<file path="src/rtl/wrdm_desc_arbiter_pkg.sv">
// Shared WRDM descriptor types and arbiter state encoding.
// pcie_desc_t is the layout the write-data-mover consumes; desc_id sits at bits [153:146].
package wrdm_desc_arbiter_pkg;

  localparam int WRDM_DESC_WIDTH = 174;
  localparam int DESC_ID_WIDTH   = 8;

  typedef struct packed {
    logic [19:0]              rsvd;
    logic [DESC_ID_WIDTH-1:0] desc_id;
    logic [17:0]              length;
    logic [63:0]              dst_addr;
    logic [63:0]              src_addr;
  } pcie_desc_t;

  typedef enum logic {
    IDLE   = 1'b0,
    LOCKED = 1'b1
  } arb_state_t;

endpackage

</file>
<file path="src/rtl/desc_skid_buffer.sv">
// Two-entry registered valid/ready stage; output and input-ready come straight from flops.
// Also used on the RDDM descriptor path.
module desc_skid_buffer #(
  parameter int DESC_WIDTH = 174
) (
  input  logic                  clk,
  input  logic                  rst,
  input  logic                  i_in_valid,
  input  logic [DESC_WIDTH-1:0] i_in_data,
  output logic                  o_in_ready,
  output logic                  o_out_valid,
  output logic [DESC_WIDTH-1:0] o_out_data,
  input  logic                  i_out_ready
);

  logic                  r_head_vld;
  logic                  r_tail_vld;
  logic [DESC_WIDTH-1:0] r_head_data;
  logic [DESC_WIDTH-1:0] r_tail_data;
  logic                  w_push;
  logic                  w_pop;

  // The tail entry is only ever occupied while the head is, so tail-valid alone means full.
  assign o_in_ready  = ~r_tail_vld;
  assign w_push      = i_in_valid & ~r_tail_vld;
  assign w_pop       = r_head_vld & i_out_ready;
  assign o_out_valid = r_head_vld;
  assign o_out_data  = r_head_data;

  always_ff @(posedge clk) begin
    if (rst) begin
      r_head_vld  <= 1'b0;
      r_tail_vld  <= 1'b0;
      r_head_data <= '0;
      r_tail_data <= '0;
    end else if (r_tail_vld) begin
      if (w_pop) begin
        r_head_data <= r_tail_data;
        r_tail_vld  <= 1'b0;
      end
    end else if (r_head_vld) begin
      if (w_push && w_pop) begin
        r_head_data <= i_in_data;
      end else if (w_push) begin
        r_tail_data <= i_in_data;
        r_tail_vld  <= 1'b1;
      end else if (w_pop) begin
        r_head_vld <= 1'b0;
      end
    end else if (w_push) begin
      r_head_data <= i_in_data;
      r_head_vld  <= 1'b1;
    end
  end

endmodule

</file>
<file path="src/rtl/wrdm_desc_arbiter.sv">
// Burst-granular round-robin arbiter sharing the WRDM descriptor port between DMA engines.
// Stamps a running descriptor ID and registers the output through a 2-entry skid buffer.
module wrdm_desc_arbiter
  import wrdm_desc_arbiter_pkg::*;
#(
  parameter  int NUM_PORTS    = 4,
  parameter  int DESC_WIDTH   = WRDM_DESC_WIDTH,
  parameter  int ID_WIDTH     = DESC_ID_WIDTH,
  parameter  int OVERWRITE_ID = 1,
  localparam int PW           = $clog2(NUM_PORTS)
) (
  input  logic                            clk,
  input  logic                            rst,
  input  logic [NUM_PORTS-1:0]            req_valid,
  input  logic [NUM_PORTS*DESC_WIDTH-1:0] req_data,
  input  logic [NUM_PORTS-1:0]            req_last,
  output logic [NUM_PORTS-1:0]            req_ready,
  output logic                            wrdm_desc_valid,
  output logic [DESC_WIDTH-1:0]           wrdm_desc_data,
  input  logic                            wrdm_desc_ready,
  output logic [PW-1:0]                   owner,
  output logic                            locked,
  output logic [ID_WIDTH-1:0]             next_desc_id
);

  arb_state_t            r_state;
  logic [PW-1:0]         r_owner;
  logic [PW-1:0]         r_rr_ptr;
  logic                  r_locked;
  logic [ID_WIDTH-1:0]   r_next_id;
  logic                  w_skid_ready;
  logic                  w_acc;
  logic                  w_own_valid;
  logic                  w_own_last;
  logic [DESC_WIDTH-1:0] w_own_data;
  pcie_desc_t            w_stamp;

  function automatic logic [PW-1:0] rr_next(input logic [PW-1:0] p);
    return (p == PW'(NUM_PORTS - 1)) ? '0 : p + 1'b1;
  endfunction

  // First requesting port at or after ptr, wrapping modulo NUM_PORTS.
  function automatic logic [PW-1:0] rr_pick(input logic [NUM_PORTS-1:0] v,
                                            input logic [PW-1:0]        ptr);
    logic [PW-1:0] g;
    logic [PW-1:0] idx;
    logic          found;
    g     = ptr;
    idx   = ptr;
    found = 1'b0;
    for (int k = 0; k < NUM_PORTS; k++) begin
      if (!found && v[idx]) begin
        g     = idx;
        found = 1'b1;
      end
      idx = rr_next(idx);
    end
    return g;
  endfunction

  always_comb begin
    w_own_data  = '0;
    w_own_valid = 1'b0;
    w_own_last  = 1'b0;
    for (int i = 0; i < NUM_PORTS; i++) begin
      if (r_owner == PW'(i)) begin
        w_own_data  = req_data[i*DESC_WIDTH +: DESC_WIDTH];
        w_own_valid = req_valid[i];
        w_own_last  = req_last[i];
      end
    end
  end

  always_comb begin
    req_ready = '0;
    if (r_state == LOCKED) req_ready[r_owner] = w_skid_ready;
  end

  assign w_acc = (r_state == LOCKED) & w_own_valid & w_skid_ready;

  always_comb begin
    w_stamp = pcie_desc_t'(w_own_data);
    if (OVERWRITE_ID != 0) w_stamp.desc_id = DESC_ID_WIDTH'(r_next_id);
  end

  // Grant is registered in IDLE, so every burst pays exactly one arbitration cycle.
  always_ff @(posedge clk) begin
    if (rst) begin
      r_state   <= IDLE;
      r_owner   <= '0;
      r_rr_ptr  <= '0;
      r_locked  <= 1'b0;
      r_next_id <= '0;
    end else begin
      if (w_acc) r_next_id <= r_next_id + 1'b1;
      case (r_state)
        IDLE: begin
          if (|req_valid) begin
            r_owner  <= rr_pick(req_valid, r_rr_ptr);
            r_locked <= 1'b1;
            r_state  <= LOCKED;
          end
        end
        LOCKED: begin
          if (w_acc && w_own_last) begin
            r_rr_ptr <= rr_next(r_owner);
            r_locked <= 1'b0;
            r_state  <= IDLE;
          end
        end
        default: r_state <= IDLE;
      endcase
    end
  end

  assign owner        = r_owner;
  assign locked       = r_locked;
  assign next_desc_id = r_next_id;

  desc_skid_buffer #(
    .DESC_WIDTH(DESC_WIDTH)
  ) u_skid (
    .clk         (clk),
    .rst         (rst),
    .i_in_valid  (w_acc),
    .i_in_data   (w_stamp),
    .o_in_ready  (w_skid_ready),
    .o_out_valid (wrdm_desc_valid),
    .o_out_data  (wrdm_desc_data),
    .i_out_ready (wrdm_desc_ready)
  );

endmodule

</file>
<file path="config.mk">
export PLATFORM = sky130hd
export DESIGN_NAME = wrdm_desc_arbiter
export DESIGN_NICKNAME = d
export VERILOG_FILES = /design/src/rtl/wrdm_desc_arbiter_pkg.sv /design/src/rtl/desc_skid_buffer.sv /design/src/rtl/wrdm_desc_arbiter.sv
export SDC_FILE = /design/constraint.sdc
export NUM_CORES = 1
export LEC_CHECK = 0
export CAP_MARGIN = 0
export CORE_AREA = 5 5 345 347
export CTS_CLUSTER_DIAMETER = 80
export CTS_CLUSTER_SIZE = 20
export DETAILED_ROUTE_END_ITERATION = 16
export DIE_AREA = 0 0 350 352
export GPL_TIMING_DRIVEN = 0
export PLACE_DENSITY = 0.52
export SYNTH_ARGS = -nofsm -noshare
export SYNTH_HDL_FRONTEND = slang
export SYNTH_SLANG_ARGS = --single-unit
</file>
<file path="constraint.sdc">
create_clock -name clk -period 3.2 [get_ports clk]
set_input_delay 0.32 -clock clk [delete_from_list [all_inputs] [get_ports clk]]
set_output_delay 0.32 -clock clk [all_outputs]
set_load 0.03 [all_outputs]
</file>
---- Yosys cells after proc, flatten, opt, wreduce, memory -nomap -nowiden ----
Index checks and enable logic that the tools add are counted.
storage, ports and cells
  logic and storage cells ................. 116
  output and inout bits ................... 190
  bits in registers ....................... 364
cells by class
  mux-type cells .......................... 61
  equality and inequality tests ........... 10
  reduce and logical (&&, ||, !) cells .... 17
  bitwise gates (word level) .............. 8
  add/sub/neg operators ................... 5
  magnitude comparators ................... 6
operators with widths
  kind                                                                          number
  174-bit 2-to-1 mux                                                            9
  1-bit 2-to-1 mux                                                              37
  2-bit by 3-bit less-than comparator with 1-bit output, second input constant  5
  2-bit 2-to-1 mux                                                              7
  2-bit equality test, second input constant                                    5
  2-bit by 1-bit adder with 2-bit output, second input constant                 4
  8-bit by 1-bit adder with 8-bit output, second input constant                 1
  1-bit binary-select mux with 2-bit select                                     4
  1-bit logical AND                                                             6
  2-bit AND reduction                                                           3
  1-bit AND                                                                     4
  4-bit AND                                                                     1
  4-bit 2-to-1 mux                                                              1
  2-bit != test, second input constant                                          2
  1-bit case mux with 2 select lines                                            2
  4-bit AND reduction                                                           1
  4-bit OR reduction                                                            1
  1-bit logical NOT                                                             3
  3-bit != test, second input constant                                          1
  1-bit inverter                                                                3
  3-bit AND reduction                                                           1
  3-bit nonzero test                                                            1
  1-bit demux with 2-bit select                                                 1
  2-bit by 1-bit equality test with 1-bit output, second input constant         1
  3 further kinds                                                               3

---- Longest topological paths before layout ----
  word-level depth ........................ 21
  mapped depth ............................ 12
  depth with buffers taken out ............ 7

---- By module ----
Synthesis repeated with hierarchy kept, for this count alone.
second synthesis, totals
  cells, all modules ...................... 2914
  area, all modules ....................... 21752.1 µm²
modules (own cells, without submodules)
  module             area each (µm²)  cells an instance  times used
  desc_skid_buffer   15341.0          1715               1
  wrdm_desc_arbiter  6411.1           1199               1

---- Worst setup path after synthesis ----
No wires, ideal clock.
  kind .................................... reg2out
  start ................................... register r_owner[0], in the netlist owner[0]
  end ..................................... output req_ready[3]
  cell stages (with the launch flop) ...... 7
  buffers on the path ..................... 4
  arrival time ............................ 2.060 ns
  setup slack ............................. 0.820 ns
  cell sequence ........................... dfxtp_1 ha_1 buf_6 clkbuf_1 clkbuf_1 clkbuf_1 and2_1
between the ends
  cells in the longest elaborated chain, start to end .. 6
  elaborated cells between the ends (all ways) .. 7
  those cells by class .................... order compare: 2; mux: 3; bitwise: 1; reduce/logical: 1
RTL lines
  element                                                                                                                                                             RTL line                 text
  start: declaration                                                                                                                                                  wrdm_desc_arbiter.sv:27  logic [PW-1:0] r_owner;
  start signal: assignment                                                                                                                                            wrdm_desc_arbiter.sv:99  r_owner <= rr_pick(req_valid, r_rr_ptr);
  2-bit by 3-bit less-than comparator with 1-bit output (not written as such) / 2-bit by 1-bit greater-or-equal comparator with 1-bit output (equally long branches)  wrdm_desc_arbiter.sv:76  if (r_state == LOCKED) req_ready[r_owner] = w_skid_ready;
  1-bit logical AND (not written as such)                                                                                                                             wrdm_desc_arbiter.sv:76
  1-bit 2-to-1 mux (not written as such)                                                                                                                              wrdm_desc_arbiter.sv:76
  1-bit demux with 2-bit select (*)                                                                                                                                   wrdm_desc_arbiter.sv:76
  4-bit AND (no source line) (*)                                                                                                                                      n/a
  4-bit 2-to-1 mux (*)                                                                                                                                                wrdm_desc_arbiter.sv:76
  end: declaration                                                                                                                                                    wrdm_desc_arbiter.sv:17  output logic [NUM_PORTS-1:0] req_ready,
Mark *: on every way between the ends. The rest lies on a longest branch, timed or not.

---- Worst setup path after layout ----
  start ................................... register r_owner[0], in the netlist owner[0]
  end ..................................... register u_skid.r_head_data[169], in the netlist u_skid.o_out_data[169]
between the ends
  cells in the longest elaborated chain, start to end .. 11
  elaborated cells between the ends (all ways) .. 23
  those cells by class .................... eq/ne: 4; mux: 12; bitwise: 3; reduce/logical: 4
RTL lines
  element                               RTL line                 text
  2-bit logical NOT                     wrdm_desc_arbiter.sv:66  if (r_owner == PW'(i)) begin
  1-bit 2-to-1 mux (4 in series)        wrdm_desc_arbiter.sv:66
  1-bit AND (2 in series)               wrdm_desc_arbiter.sv:79  assign w_acc = (r_state == LOCKED) & w_own_valid & w_skid_ready;
  1-bit AND                             desc_skid_buffer.sv:25   assign w_push = i_in_valid & ~r_tail_vld;
  1-bit logical AND                     desc_skid_buffer.sv:42   if (w_push && w_pop) begin
  3-bit != test (no source line)        n/a
  3-bit AND reduction (no source line)  n/a
  end signal: assignment                desc_skid_buffer.sv:38   r_head_data <= r_tail_data;
  end signal: assignment                desc_skid_buffer.sv:43   r_head_data <= i_in_data;
  end signal: assignment                desc_skid_buffer.sv:51   r_head_data <= i_in_data;
  end: declaration                      desc_skid_buffer.sv:18   logic [DESC_WIDTH-1:0] r_head_data;
Parallel ways exist; a longest one is shown, timed or not. The select of a mux whose other input is x is not followed.
A chain may end at the register's enable or synchronous reset.

==> impl_metrics.json <==
{
  "wirelength_um": 157000,
  "post_dp_cell_area_mm2": 0.0318,
  "place_congestion": 0.925,
  "num_io_pins": 897,
  "synthArstFlopShare_pct": 0,
  "ys.warnings.count": 0,
  "syn_inst": 2752,
  "critPathSlowestCell": "clkbuf_1",
  "required_ns": 3.77,
  "finalSetupViolations": 0,
  "cts-root-buf": "clkbuf_16",
  "clkTransAtPathRegs_ns": 0.08,
  "portBuffers": 863,
  "first_pass_iters": 6,
  "p_leak_nw": 11.2,
  "ant_nets": 0,
  "synth_common_cells": "a21oi_1 (453), dfxtp_1 (364), o21ai_0 (267), clkbuf_1 (246), a221o_1 (237)",
  "hpwl_um": 127000,
  "syn_to_final_growth_pct": 55.8,
  "post-route-period-util_pct": 96.4,
  "hold_buffers": 0,
  "grt_use_total_pct": 23.9,
  "min_from": "wrdm_desc_ready",
  "synth_mux_area_share_pct": 0.677,
  "synthAdderAreaFrac_pct": 0.353,
  "vias_per_cell": 5.24,
  "post_drt_wl_per_cell_um": 30.1,
  "fmax_ghz": 0.324,
  "fin_ws_ns": 0.114,
  "finalMaxSlewViolations": 0,
  "crit_path_max_fanout": 10,
  "crit_path_start_kind": "flip-flop",
  "worstRegToRegCells": 8,
  "worstSetupEndpointType": "flip-flop",
  "synth_edf_count": 0,
  "synthSimpleGateAreaFrac_pct": 11.3,
  "finalHoldViolations": 0,
  "arrival_ns": 3.65,
  "yosysSeqAreaShare_pct": 34.3,
  "grt_pass1_wl_um": 212000,
  "r2r-start": "owner[0]",
  "drc_errors": 0,
  "tritoncts": "yes",
  "tightest_slew_ns": 1.42,
  "die_h_um": 352,
  "avgSynthCellArea_um2": 7.72,
  "cts_htree_levels": 1,
  "cts_buffers": 31,
  "crit_type": "reg -> reg",
  "first_global_vias": 26800,
  "syn_area_mm2": 0.0213,
  "hold_path_class": "in -> reg",
  "synthTopCellsByArea": "dfxtp_1 (34%), a221o_1 (11%), a21oi_1 (11%), o2111ai_1 (6.9%), a221oi_1 (6.8%)",
  "dp_slack_ns": -1.32,
  "num-nets-final": 4360,
  "cts_sinks": 364,
  "synth_most_common_cell": "a21oi_1",
  "yosysTopAreaCell": "dfxtp_1",
  "syn-num-nets": 3465,
  "synthFlopType": "dfxtp_1",
  "antenna_found_initial": 53,
  "skew_ns": 0.0214,
  "slowest_delay_ns": 1.01,
  "dieWidth_um": 350,
  "crit_top_cell": "a221o_1",
  "irDropWorstVdd_mv": 0.479,
  "rows": 125,
  "synth-seq-cells": 364,
  "grt_max_degree": 21,
  "vias": 27300,
  "max_slew_margin_pct": 5.30,
  "insertion_delay_ns": 0.65,
  "synth_top_family_by_area": "compound AO/OA/AOI/OAI gates",
  "cts_buffer_depth": 3,
  "fin_hold_ws_ns": 0.355,
  "initial_core_util_pct": 18.4,
  "final_core_utilization_pct": 28.6,
  "synth_cell_types": 52,
  "drt_iter0_markers": 2373,
  "rsz0062_at_grt": "true",
  "synth_xor_area_share_pct": 0.330,
  "synth_top_area_share_pct": 34.3,
  "gr-total-overflow": 0,
  "status": "finished, final reports clean",
  "final_area_mm2": 0.0331,
  "setup.worst_path.start": "owner[0]",
  "hold_path_depth": 2,
  "path_cells": "inv_1 > ha_1 > buf_8 > clkbuf_1 > a221o_1 > a221o_1 > o2111ai_1 > a21oi_1",
  "dieArea_mm2": 0.123,
  "period_minus_slack_ns": 3.09,
  "synth-compound-area-share_pct": 42.7,
  "maxCapViolations": 0,
  "pwr_density_cell_mw_per_mm2": 510,
  "core_area_mm2": 0.116,
  "layout-drive-gt1-share_pct": 5.20
}
## cells by family after synthesis
kind of cell | after synthesis
AND/OR/NAND/NOR | 526
AO/OA/AOI/OAI | 1312
flip-flops | 364
multiplexers | 13
buffers and inverters | 523
adder cells (fa/ha/maj) | 6
XOR/XNOR | 8
## area by class of cell
| class | instances | area (um2) |
|---|---|---|
| clock inverters | 20 | 283 |
| plain buffers | 347 | 1670 |
| inverters | 173 | 649 |
| repair buffers | 865 | 8650 |
| multi-input cells | 1865 | 11800 |
| fillers | 12700 | 82500 |
| diodes | 23 | 57.6 |
| well taps | 1524 | 1910 |
| flip-flops and latches | 364 | 7290 |
| clock buffers | 36 | 815 |
## path summary, 6_finish.rpt
check        slack, ns                 endpoint
max               0.11   u_skid.o_out_data[169]
min               0.35        u_skid.r_tail_vld
max reg2reg       0.11   u_skid.o_out_data[169]
min reg2reg       0.46  u_skid.r_tail_data[152]
## power by group
group          switching, W  total, W  internal, W
logic               0.00454   0.00748      0.00294
clock network       0.00220   0.00430      0.00210
registers          0.000229   0.00511      0.00488
## layer usage
layer | vias to the layer above | share of wire [%] | GRT usage, %
met3 | 208 | 7.1 | 5.15
li1 | 12400 | - | -
met1 | 13500 | 40 | 29.3
met4 | 34 | 3.2 | 6.91
met5 | - | 0.16 | 0
met2 | 1174 | 49 | 42.0
## registers in the layout, indices dropped and copies added (netlist names)
signal and flops:
u_skid.r_tail_vld 1, u_skid.o_out_data 174, r_rr_ptr 2, u_skid.o_out_valid 1
u_skid.r_tail_data 174, locked 1, next_desc_id 8, owner 2
r_state 1
## through the flow
step / setup TNS [ns] / power (W) / instances
after global routing: -0.0760 / 0.0176 / 5201
final: 0 / 0.0169 / 5217
after detailed placement: -139.72 / 0.0126 / 5139
after global placement: -183.42 / 0.0126 / 5139
after floorplan: 0 / 0.00894 / 2752
after CTS: 0 / 0.0170 / 5194
## cells in the final DEF (no fill, tap or decap), drive strengths merged, types with 6 or more instances in the layout
cell type / synthesis / layout
clkdlybuf4s50: 0 / 859
a21oi: 453 / 453
dfxtp: 364 / 364
clkbuf: 246 / 282
o21ai: 268 / 268
a221o: 237 / 237
inv: 173 / 184
nor2: 182 / 182
nor3: 170 / 170
o2111ai: 168 / 168
a221oi: 166 / 166
nand2: 128 / 128
buf: 104 / 103
diode: 0 / 23
mux2i: 11 / 11
and2: 8 / 8
a311oi: 8 / 8
xor2: 7 / 7
ha: 6 / 6
nand3: 6 / 6
clkinv: 0 / 6
## worst max-delay path, delay by kind of cell, from the launching register on
kind                     cells  cell delay [ns]
adder cells (fa/ha/maj)      1             0.28
buffers and inverters        3             1.37
AO/OA/AOI/OAI                4             0.97
flip-flops                   1             0.37
## timing repair
| item | 4_1_cts | 5_1_grt |
|---|---|---|
| gates resized for setup | 58 | 18 |
| pin swaps | 0 | 1 |
| buffers inserted | 0 | 2 |
| setup endpoints to repair | 337 | 91 |
No activity file was read; power rests on OpenSTA's default activity.
